[src/rtl/svf_sampler_if.sv]
// svf_sampler_if: sample stream from svf_sampler to the trace/host side.
//   out_valid_o  head entry valid (driven by master)
//   out_ready_i  downstream accepts head this cycle (driven by slave)
//   out_data_o   {seq, delta}, seq in the MSBs (driven by master)
//   out_ts_o     push-edge cycle stamp, only with SVF_SAMPLER_TIMESTAMP_EN
interface svf_sampler_if #(
    parameter int unsigned SEQ_W = 8
);
    localparam int unsigned DATA_W = SEQ_W + 20;

    logic              out_valid_o;
    logic              out_ready_i;
    logic [DATA_W-1:0] out_data_o;
`ifdef SVF_SAMPLER_TIMESTAMP_EN
    logic [31:0]       out_ts_o;

    modport master (output out_valid_o, output out_data_o, output out_ts_o, input out_ready_i);
    modport slave  (input out_valid_o, input out_data_o, input out_ts_o, output out_ready_i);
`else
    modport master (output out_valid_o, output out_data_o, input out_ready_i);
    modport slave  (input out_valid_o, input out_data_o, output out_ready_i);
`endif
endinterface

[src/rtl/svf_sampler.sv]
// svf_sampler: snapshots the SPU's free-running SVF accumulator every
// programmable interval and queues {seq, delta} samples for the host.
//   clk, reset       clock; synchronous active-high reset
//   total_svf_i      20-bit running accumulator (wraps mod 2^20)
//   sample_en_i      level enable, high = sampling active
//   interval_i       cycles per sample, latched on arm (0 treated as 1)
//   out_if           valid/ready sample stream (master side)
//   drop_cnt_o       samples lost to a full FIFO, saturating at 255
//   busy_o           high while armed or running
// Optional: define SVF_SAMPLER_TIMESTAMP_EN to store a 32-bit cycle stamp
// per entry and present it on out_if.out_ts_o.
module svf_sampler #(
    parameter int unsigned FIFO_DEPTH = 8,
    parameter int unsigned SEQ_W      = 8,
    parameter int unsigned INTV_W     = 16
) (
    input  logic              clk,
    input  logic              reset,
    input  logic [19:0]       total_svf_i,
    input  logic              sample_en_i,
    input  logic [INTV_W-1:0] interval_i,
    svf_sampler_if.master     out_if,
    output logic [7:0]        drop_cnt_o,
    output logic              busy_o
);
    localparam int unsigned SVF_W  = 20;
    localparam int unsigned DATA_W = SEQ_W + SVF_W;
    localparam int unsigned PTR_W  = $clog2(FIFO_DEPTH);
    localparam int unsigned CNT_W  = PTR_W + 1;

    typedef enum logic [1:0] {
        ST_IDLE = 2'd0,
        ST_ARM  = 2'd1,
        ST_RUN  = 2'd2
    } state_e;

    state_e             state_q, state_d;
    logic [SVF_W-1:0]   base_q, base_d;
    logic [INTV_W-1:0]  intv_q, intv_d;
    logic [INTV_W-1:0]  cnt_q, cnt_d;
    logic [SEQ_W-1:0]   seq_q, seq_d;
    logic               busy_q;
    logic               push_req;
    logic [SVF_W-1:0]   delta;
    logic [DATA_W-1:0]  push_data;

    // Shift-register FIFO: entry 0 is always the head, so the output is a flop.
    logic [DATA_W-1:0]  mem_q [FIFO_DEPTH];
    logic [DATA_W-1:0]  mem_d [FIFO_DEPTH];
    logic [CNT_W-1:0]   count_q, count_d;
    logic               valid_q, valid_d;
    logic [7:0]         drop_q, drop_d;
    logic               pop, full, push_ok;
    logic [PTR_W-1:0]   wr_idx;

`ifdef SVF_SAMPLER_TIMESTAMP_EN
    logic [31:0]        ts_q;
    logic [31:0]        ts_mem_q [FIFO_DEPTH];
    logic [31:0]        ts_mem_d [FIFO_DEPTH];
`endif

    // Sampling FSM: arm latches baseline/interval, run emits one delta per interval.
    always_comb begin
        state_d  = state_q;
        base_d   = base_q;
        intv_d   = intv_q;
        cnt_d    = cnt_q;
        seq_d    = seq_q;
        push_req = 1'b0;
        delta    = total_svf_i - base_q;
        push_data = {seq_q, delta};
        unique case (state_q)
            ST_IDLE: begin
                if (sample_en_i) state_d = ST_ARM;
            end
            ST_ARM: begin
                base_d  = total_svf_i;
                intv_d  = (interval_i == '0) ? INTV_W'(1) : interval_i;
                cnt_d   = '0;
                state_d = sample_en_i ? ST_RUN : ST_IDLE;
            end
            ST_RUN: begin
                if (!sample_en_i) begin
                    state_d = ST_IDLE;
                end else if (cnt_q == intv_q - INTV_W'(1)) begin
                    // Sequence advances even if the FIFO drops the sample.
                    push_req = 1'b1;
                    base_d   = total_svf_i;
                    cnt_d    = '0;
                    seq_d    = seq_q + SEQ_W'(1);
                end else begin
                    cnt_d = cnt_q + INTV_W'(1);
                end
            end
            default: state_d = ST_IDLE;
        endcase
    end

    // FIFO next state; a pop frees a slot for a same-cycle push when full.
    always_comb begin
        pop     = valid_q && out_if.out_ready_i;
        full    = (count_q == CNT_W'(FIFO_DEPTH));
        push_ok = push_req && (!full || pop);
        wr_idx  = pop ? PTR_W'(count_q - CNT_W'(1)) : PTR_W'(count_q);
        mem_d   = mem_q;
        if (pop) begin
            for (int i = 0; i < int'(FIFO_DEPTH) - 1; i++) mem_d[i] = mem_q[i+1];
        end
        if (push_ok) mem_d[wr_idx] = push_data;
`ifdef SVF_SAMPLER_TIMESTAMP_EN
        ts_mem_d = ts_mem_q;
        if (pop) begin
            for (int i = 0; i < int'(FIFO_DEPTH) - 1; i++) ts_mem_d[i] = ts_mem_q[i+1];
        end
        if (push_ok) ts_mem_d[wr_idx] = ts_q;
`endif
        count_d = count_q + CNT_W'(push_ok) - CNT_W'(pop);
        valid_d = (count_d != '0);
        drop_d  = drop_q;
        if (push_req && !push_ok && drop_q != 8'hFF) drop_d = drop_q + 8'd1;
    end

    always_ff @(posedge clk) begin
        if (reset) begin
            state_q <= ST_IDLE;
            base_q  <= '0;
            intv_q  <= INTV_W'(1);
            cnt_q   <= '0;
            seq_q   <= '0;
            busy_q  <= 1'b0;
            count_q <= '0;
            valid_q <= 1'b0;
            drop_q  <= '0;
            for (int i = 0; i < int'(FIFO_DEPTH); i++) mem_q[i] <= '0;
`ifdef SVF_SAMPLER_TIMESTAMP_EN
            ts_q <= '0;
            for (int i = 0; i < int'(FIFO_DEPTH); i++) ts_mem_q[i] <= '0;
`endif
        end else begin
            state_q <= state_d;
            base_q  <= base_d;
            intv_q  <= intv_d;
            cnt_q   <= cnt_d;
            seq_q   <= seq_d;
            busy_q  <= (state_d != ST_IDLE);
            count_q <= count_d;
            valid_q <= valid_d;
            drop_q  <= drop_d;
            mem_q   <= mem_d;
`ifdef SVF_SAMPLER_TIMESTAMP_EN
            ts_q     <= ts_q + 32'd1;
            ts_mem_q <= ts_mem_d;
`endif
        end
    end

    assign out_if.out_valid_o = valid_q;
    assign out_if.out_data_o  = mem_q[0];
`ifdef SVF_SAMPLER_TIMESTAMP_EN
    assign out_if.out_ts_o    = ts_mem_q[0];
`endif
    assign drop_cnt_o = drop_q;
    assign busy_o     = busy_q;

endmodule

[src/flat_wrapper.sv]
// flat-port wrapper written by rule: the top's interface ports become plain ports
module svf_sampler_flat 
#(
    parameter int unsigned FIFO_DEPTH = 8,
    parameter int unsigned SEQ_W      = 8,
    parameter int unsigned INTV_W     = 16
)
  (clk, reset, total_svf_i, sample_en_i, interval_i, drop_cnt_o, busy_o, out_if_out_valid_o, out_if_out_data_o, out_if_out_ready_i);
  svf_sampler_if #(.SEQ_W(SEQ_W)) out_if_i ();
  input  logic clk;
  input  logic reset;
  input  logic [19:0] total_svf_i;
  input  logic sample_en_i;
  input  logic [INTV_W-1:0] interval_i;
  output logic [7:0] drop_cnt_o;
  output logic busy_o;
  output wire logic [$bits(out_if_i.out_valid_o)-1:0] out_if_out_valid_o;
  output wire logic [$bits(out_if_i.out_data_o)-1:0] out_if_out_data_o;
  input wire logic [$bits(out_if_i.out_ready_i)-1:0] out_if_out_ready_i;
  assign out_if_out_valid_o = out_if_i.out_valid_o;
  assign out_if_out_data_o = out_if_i.out_data_o;
  assign out_if_i.out_ready_i = out_if_out_ready_i;
  svf_sampler #(.FIFO_DEPTH(FIFO_DEPTH), .SEQ_W(SEQ_W), .INTV_W(INTV_W)) u_core (.clk(clk), .reset(reset), .total_svf_i(total_svf_i), .sample_en_i(sample_en_i), .interval_i(interval_i), .out_if(out_if_i), .drop_cnt_o(drop_cnt_o), .busy_o(busy_o));
endmodule
[config.mk]
export PLATFORM = sky130hd
export DESIGN_NAME = svf_sampler_flat
export DESIGN_NICKNAME = d
export VERILOG_FILES = /design/src/rtl/svf_sampler_if.sv /design/src/rtl/svf_sampler.sv /design/src/flat_wrapper.sv
export SDC_FILE = /design/constraint.sdc
export NUM_CORES = 1
export LEC_CHECK = 0
export BUFFER_PORTS_ARGS = -buffer_cell sky130_fd_sc_hd__buf_2
export CORE_UTILIZATION = 55
export CTS_CLUSTER_DIAMETER = 60
export DETAILED_ROUTE_END_ITERATION = 6
export HOLD_SLACK_MARGIN = 0.06
export PLACE_DENSITY = 0.87
export SLEW_MARGIN = 10
export SYNTH_ARGS = -nofsm -noshare
export SYNTH_HDL_FRONTEND = slang
export SYNTH_SLANG_ARGS = --single-unit
[constraint.sdc]
create_clock -name clk -period 3.6 [get_ports clk]
set_clock_uncertainty 0.15 [all_clocks]
set_input_delay 0.36 -clock clk [delete_from_list [all_inputs] [get_ports clk]]
set_output_delay 0.36 -clock clk [all_outputs]
set_load 0.1 [all_outputs]
==> results.txt <==
Worst slew pin tran -> 0.9677 ns
CTS Sinks -> 300
CTS buffer count -> 31
Clk Latency, worst-skew pair -> 0.57 ns
CP arrival -> 3.90 ns
Worst path max stage delay -> 0.53 ns
DIE AREA -> 27840 um^2
Largest net degree at the start of global routing -> 147
RSZ-0062 raised after global routing -> yes
Lkg Pwr -> 0.006823 uW
Detailed Place HPWL -> 22440 um
Pwr/cell area -> 488.7 nW/um^2
Sequential share of the synthesized area -> 0.4018
Fin nets -> 1905
Slowest-stage cell, CP -> or4_1
First-pass GRT wire length -> 61130 um
Hold Path End -> u_core.drop_cnt_o[3]$_SDFFE_PP0P_
Synth unique cells -> 71
Period utilization -> 1.003
Post-synth EDFFs -> 0
Via count -> 13220
Ys Warns -> 0
Port-buffer cells -> 77
Avg Cell Area, Syn -> 8.345 um^2
Post-Place Worst Slack -> -0.1230 ns
DRT iter0 DRCs -> 1419
Cells after Synth -> 1791
#FFs+latches synth -> 300
Chip height -> 166.8 um
Die Wd -> 166.8 um
Grt total ovfl -> 0
Fin crit period -> 3.609 ns
Clock Path Buffers -> 3
Relative slew margins -> 0.3527
Worst hold path depth -> 2
Routed WL -> 37500 um
R2R setup slack -> -0.009 ns
Gr usage total -> 0.2583
Worst hold-check path type -> in2reg
Crit path kind -> reg2reg
Mapped Area -> 14950 um^2
Vias in the first global route -> 12340
Fraction of registers with async set/reset -> 0
DRT antenna net count -> 0
Row cnt -> 59
DR vias/cell -> 6.026
Layout area overhead -> 17.09%
Top FF cell, synth -> dfxtp_1
Reg2Reg Depth -> 12
Outcome -> complete, but fails checks
Reg-to-reg critical path startpoint -> u_core.intv_q[1]$_SDFFE_PP0P_
Final Hold Fails -> 0
Critical path, cell by cell -> buf_4, nor3_4, nand2_1, or4_4, a2111o_1, nor3_2, and3_1, ha_2, inv_2, fa_1, nor2_2, or4_1
IO Pins -> 78
CTS tree -> built
Clock-pin slew on the worst setup and hold paths -> 0.06 ns
CP max FO -> 4
WL/cell -> 17.10 um
Crit path capture type -> flop
Max cap viols -> 0
Setup violators final -> 1
DRT Pass-1 Iters -> 5
GPL Wtd Cong -> 0.8422
Min Hold Slack -> 0.1283 ns
HP Start -> reset
Ratio of cells with drive above 1 in the final layout -> 0.1442
Syn nets -> 1863
Initial antenna violation count -> 0
Core area -> 26350 um^2
Maximum vdd drop -> 0.0003559 V
RR Endpoint -> u_core.out_if.out_valid_o$_SDFF_PP0_
# diodes -> 0
CP Launch Type -> flop
Htree depth -> 1
Bufs and invs on worst path -> 2
Final Max Tran Viols -> 0
Clk root buf -> clkbuf_16
PnR Total Power -> 8552 uW
Max Clock Freq -> 277.1 MHz
Final WS setup -> -0.009285 ns
Initial Util -> 0.5671
DRC violations left -> 0
CP delay by family, top -> simple AND/OR/NAND/NOR gates
Worst endpoint required time -> 3.89 ns
Failing checks -> negative setup slack
==> sequential cells by signal, indices dropped and copies added (netlist names), named ones only <==
register                   count
u_core.busy_o                  1
u_core.mem_q                 168
u_core.out_if.out_valid_o      1
u_core.state_q                 2
u_core.drop_cnt_o              8
u_core.base_q                 20
u_core.count_q                 4
u_core.cnt_q                  16
u_core.out_if.out_data_o      28
u_core.intv_q                 16
u_core.seq_q                   8
==> what timing repair did <==
action                     CTS  global route
hold buffers                37             0
gates cloned                 1             3
pin swaps                    8            13
setup endpoints to repair   82           147
hold endpoints to repair    39             0
buffers inserted             2             5
gates resized for setup     16            37
==> cell usage in the layout, fill, tap and decap left out, types with 4 or more instances in the layout <==
cell type / count
buf_6: 5
nand4_1: 12
inv_1: 47
nand2_1: 259
a211oi_1: 229
a21o_1: 7
a21oi_1: 71
buf_2: 76
dlygate4sd3_1: 37
nor2_1: 148
buf_4: 50
nor3_1: 30
xor2_1: 25
clkinv_2: 9
nor2b_1: 7
ha_1: 28
buf_12: 13
nand2b_1: 23
nor3b_2: 4
and3_1: 148
xnor2_1: 23
clkbuf_8: 7
a31oi_1: 5
a211oi_2: 17
nor3_2: 5
nand3_1: 20
clkbuf_16: 34
mux2i_1: 99
o21ai_0: 13
dfxtp_1: 296
nor4_1: 8
o211a_1: 4
bufinv_16: 6
==> cell usage after synthesis, types with 2 or more instances <==
cell / number / area share
buf_2: 30 / 0.010
nand3_1: 21 / 0.0070
xnor2_1: 24 / 0.014
buf_4: 32 / 0.016
and2_1: 2 / 0.00084
or3_1: 6 / 0.0025
or4_1: 4 / 0.0020
a211oi_1: 246 / 0.12
nand2b_1: 23 / 0.0096
o21ai_0: 15 / 0.0050
o21bai_1: 2 / 0.0010
nand2_1: 260 / 0.065
nor2_1: 149 / 0.037
and3_1: 148 / 0.062
nor2b_1: 9 / 0.0038
nor4_1: 9 / 0.0038
a2111o_1: 2 / 0.0015
inv_1: 50 / 0.013
a31oi_1: 5 / 0.0021
o211ai_1: 3 / 0.0015
ha_1: 30 / 0.025
nor3b_2: 3 / 0.0025
a21oi_1: 71 / 0.024
clkbuf_1: 113 / 0.028
mux2_1: 2 / 0.0015
xor2_1: 26 / 0.015
mux2i_1: 99 / 0.066
a21o_1: 7 / 0.0035
nand4_1: 12 / 0.0050
nor3_1: 36 / 0.012
a22o_1: 3 / 0.0018
o2111ai_1: 2 / 0.0012
o21a_1: 3 / 0.0015
o211a_1: 4 / 0.0027
fa_1: 2 / 0.0027
o31a_1: 2 / 0.0012
dfxtp_1: 300 / 0.40
a221oi_1: 2 / 0.0012
nand4b_1: 2 / 0.0012
==> where the power goes <==
group / switching [uW] / internal [uW] / leakage [uW]
sequential: 41.9 / 3370 / 0.00242
clock: 1390 / 2140 / 0.000566
combinational: 1130 / 468 / 0.00384
==> routing by layer <==
layer  routed length [um]  global-route usage  up-vias
li1                     -                   -     6436
met1                16790              0.3457     6290
met2                17880              0.4355      432
met3                 2061             0.03588       58
met4                  767             0.06804        0
met5                    0                   0        -
==> logic make-up after synthesis <==
logic type | count (synthesis) | synth area share
AOI/OAI and AO/OA | 384 | 0.1818
xor gates and xnor gates | 50 | 0.02930
adders and majority gates | 32 | 0.02779
buffers and inverters | 228 | 0.06831
DFF | 300 | 0.4018
muxes | 101 | 0.06781
and+or+nand+nor | 696 | 0.2232
==> cell type report <==
class / instances / area, um^2
Clock buffer: 38 / 862.1
Clock inverter: 20 / 281.5
Fill cell: 2000 / 8855
Inverter: 51 / 192.7
Multi-Input combinational cell: 1263 / 8169
Sequential cell: 300 / 6016
Tap cell: 335 / 419.2
Timing Repair Buffer: 186 / 1559
==> worst max-delay path by stage <==
stage                                  startpoint                                endpoint  slack (ns)  cells past startpoint
floorplan           u_core.intv_q[0]$_SDFFE_PP1P_    u_core.out_if.out_valid_o$_SDFF_PP0_      0.0004                     14
global placement    u_core.intv_q[1]$_SDFFE_PP0P_    u_core.out_if.out_valid_o$_SDFF_PP0_       -0.02                     14
detailed placement  u_core.intv_q[0]$_SDFFE_PP1P_  u_core.out_if.out_data_o[3]$_SDFF_PP0_       -0.12                     12
CTS                 u_core.intv_q[0]$_SDFFE_PP1P_            u_core.mem_q[151]$_SDFF_PP0_       0.006                     12
global route        u_core.intv_q[1]$_SDFFE_PP0P_    u_core.out_if.out_valid_o$_SDFF_PP0_        -0.1                     12
finish              u_core.intv_q[1]$_SDFFE_PP0P_    u_core.out_if.out_valid_o$_SDFF_PP0_      -0.009                     12
==> stage by stage <==
step,util,setup TNS [ns],cells,area [um^2]
detailed placement,0.5921,-3.298,2087,15600
floorplan,-,0,1791,14960
finish,0.6640,-0.009285,2193,17500
CTS,0.6539,0,2185,17230
global placement,0.5921,-0.01748,2087,15600
global route,0.6640,-0.9767,2193,17500
No activity file was read; power rests on OpenSTA's default activity.
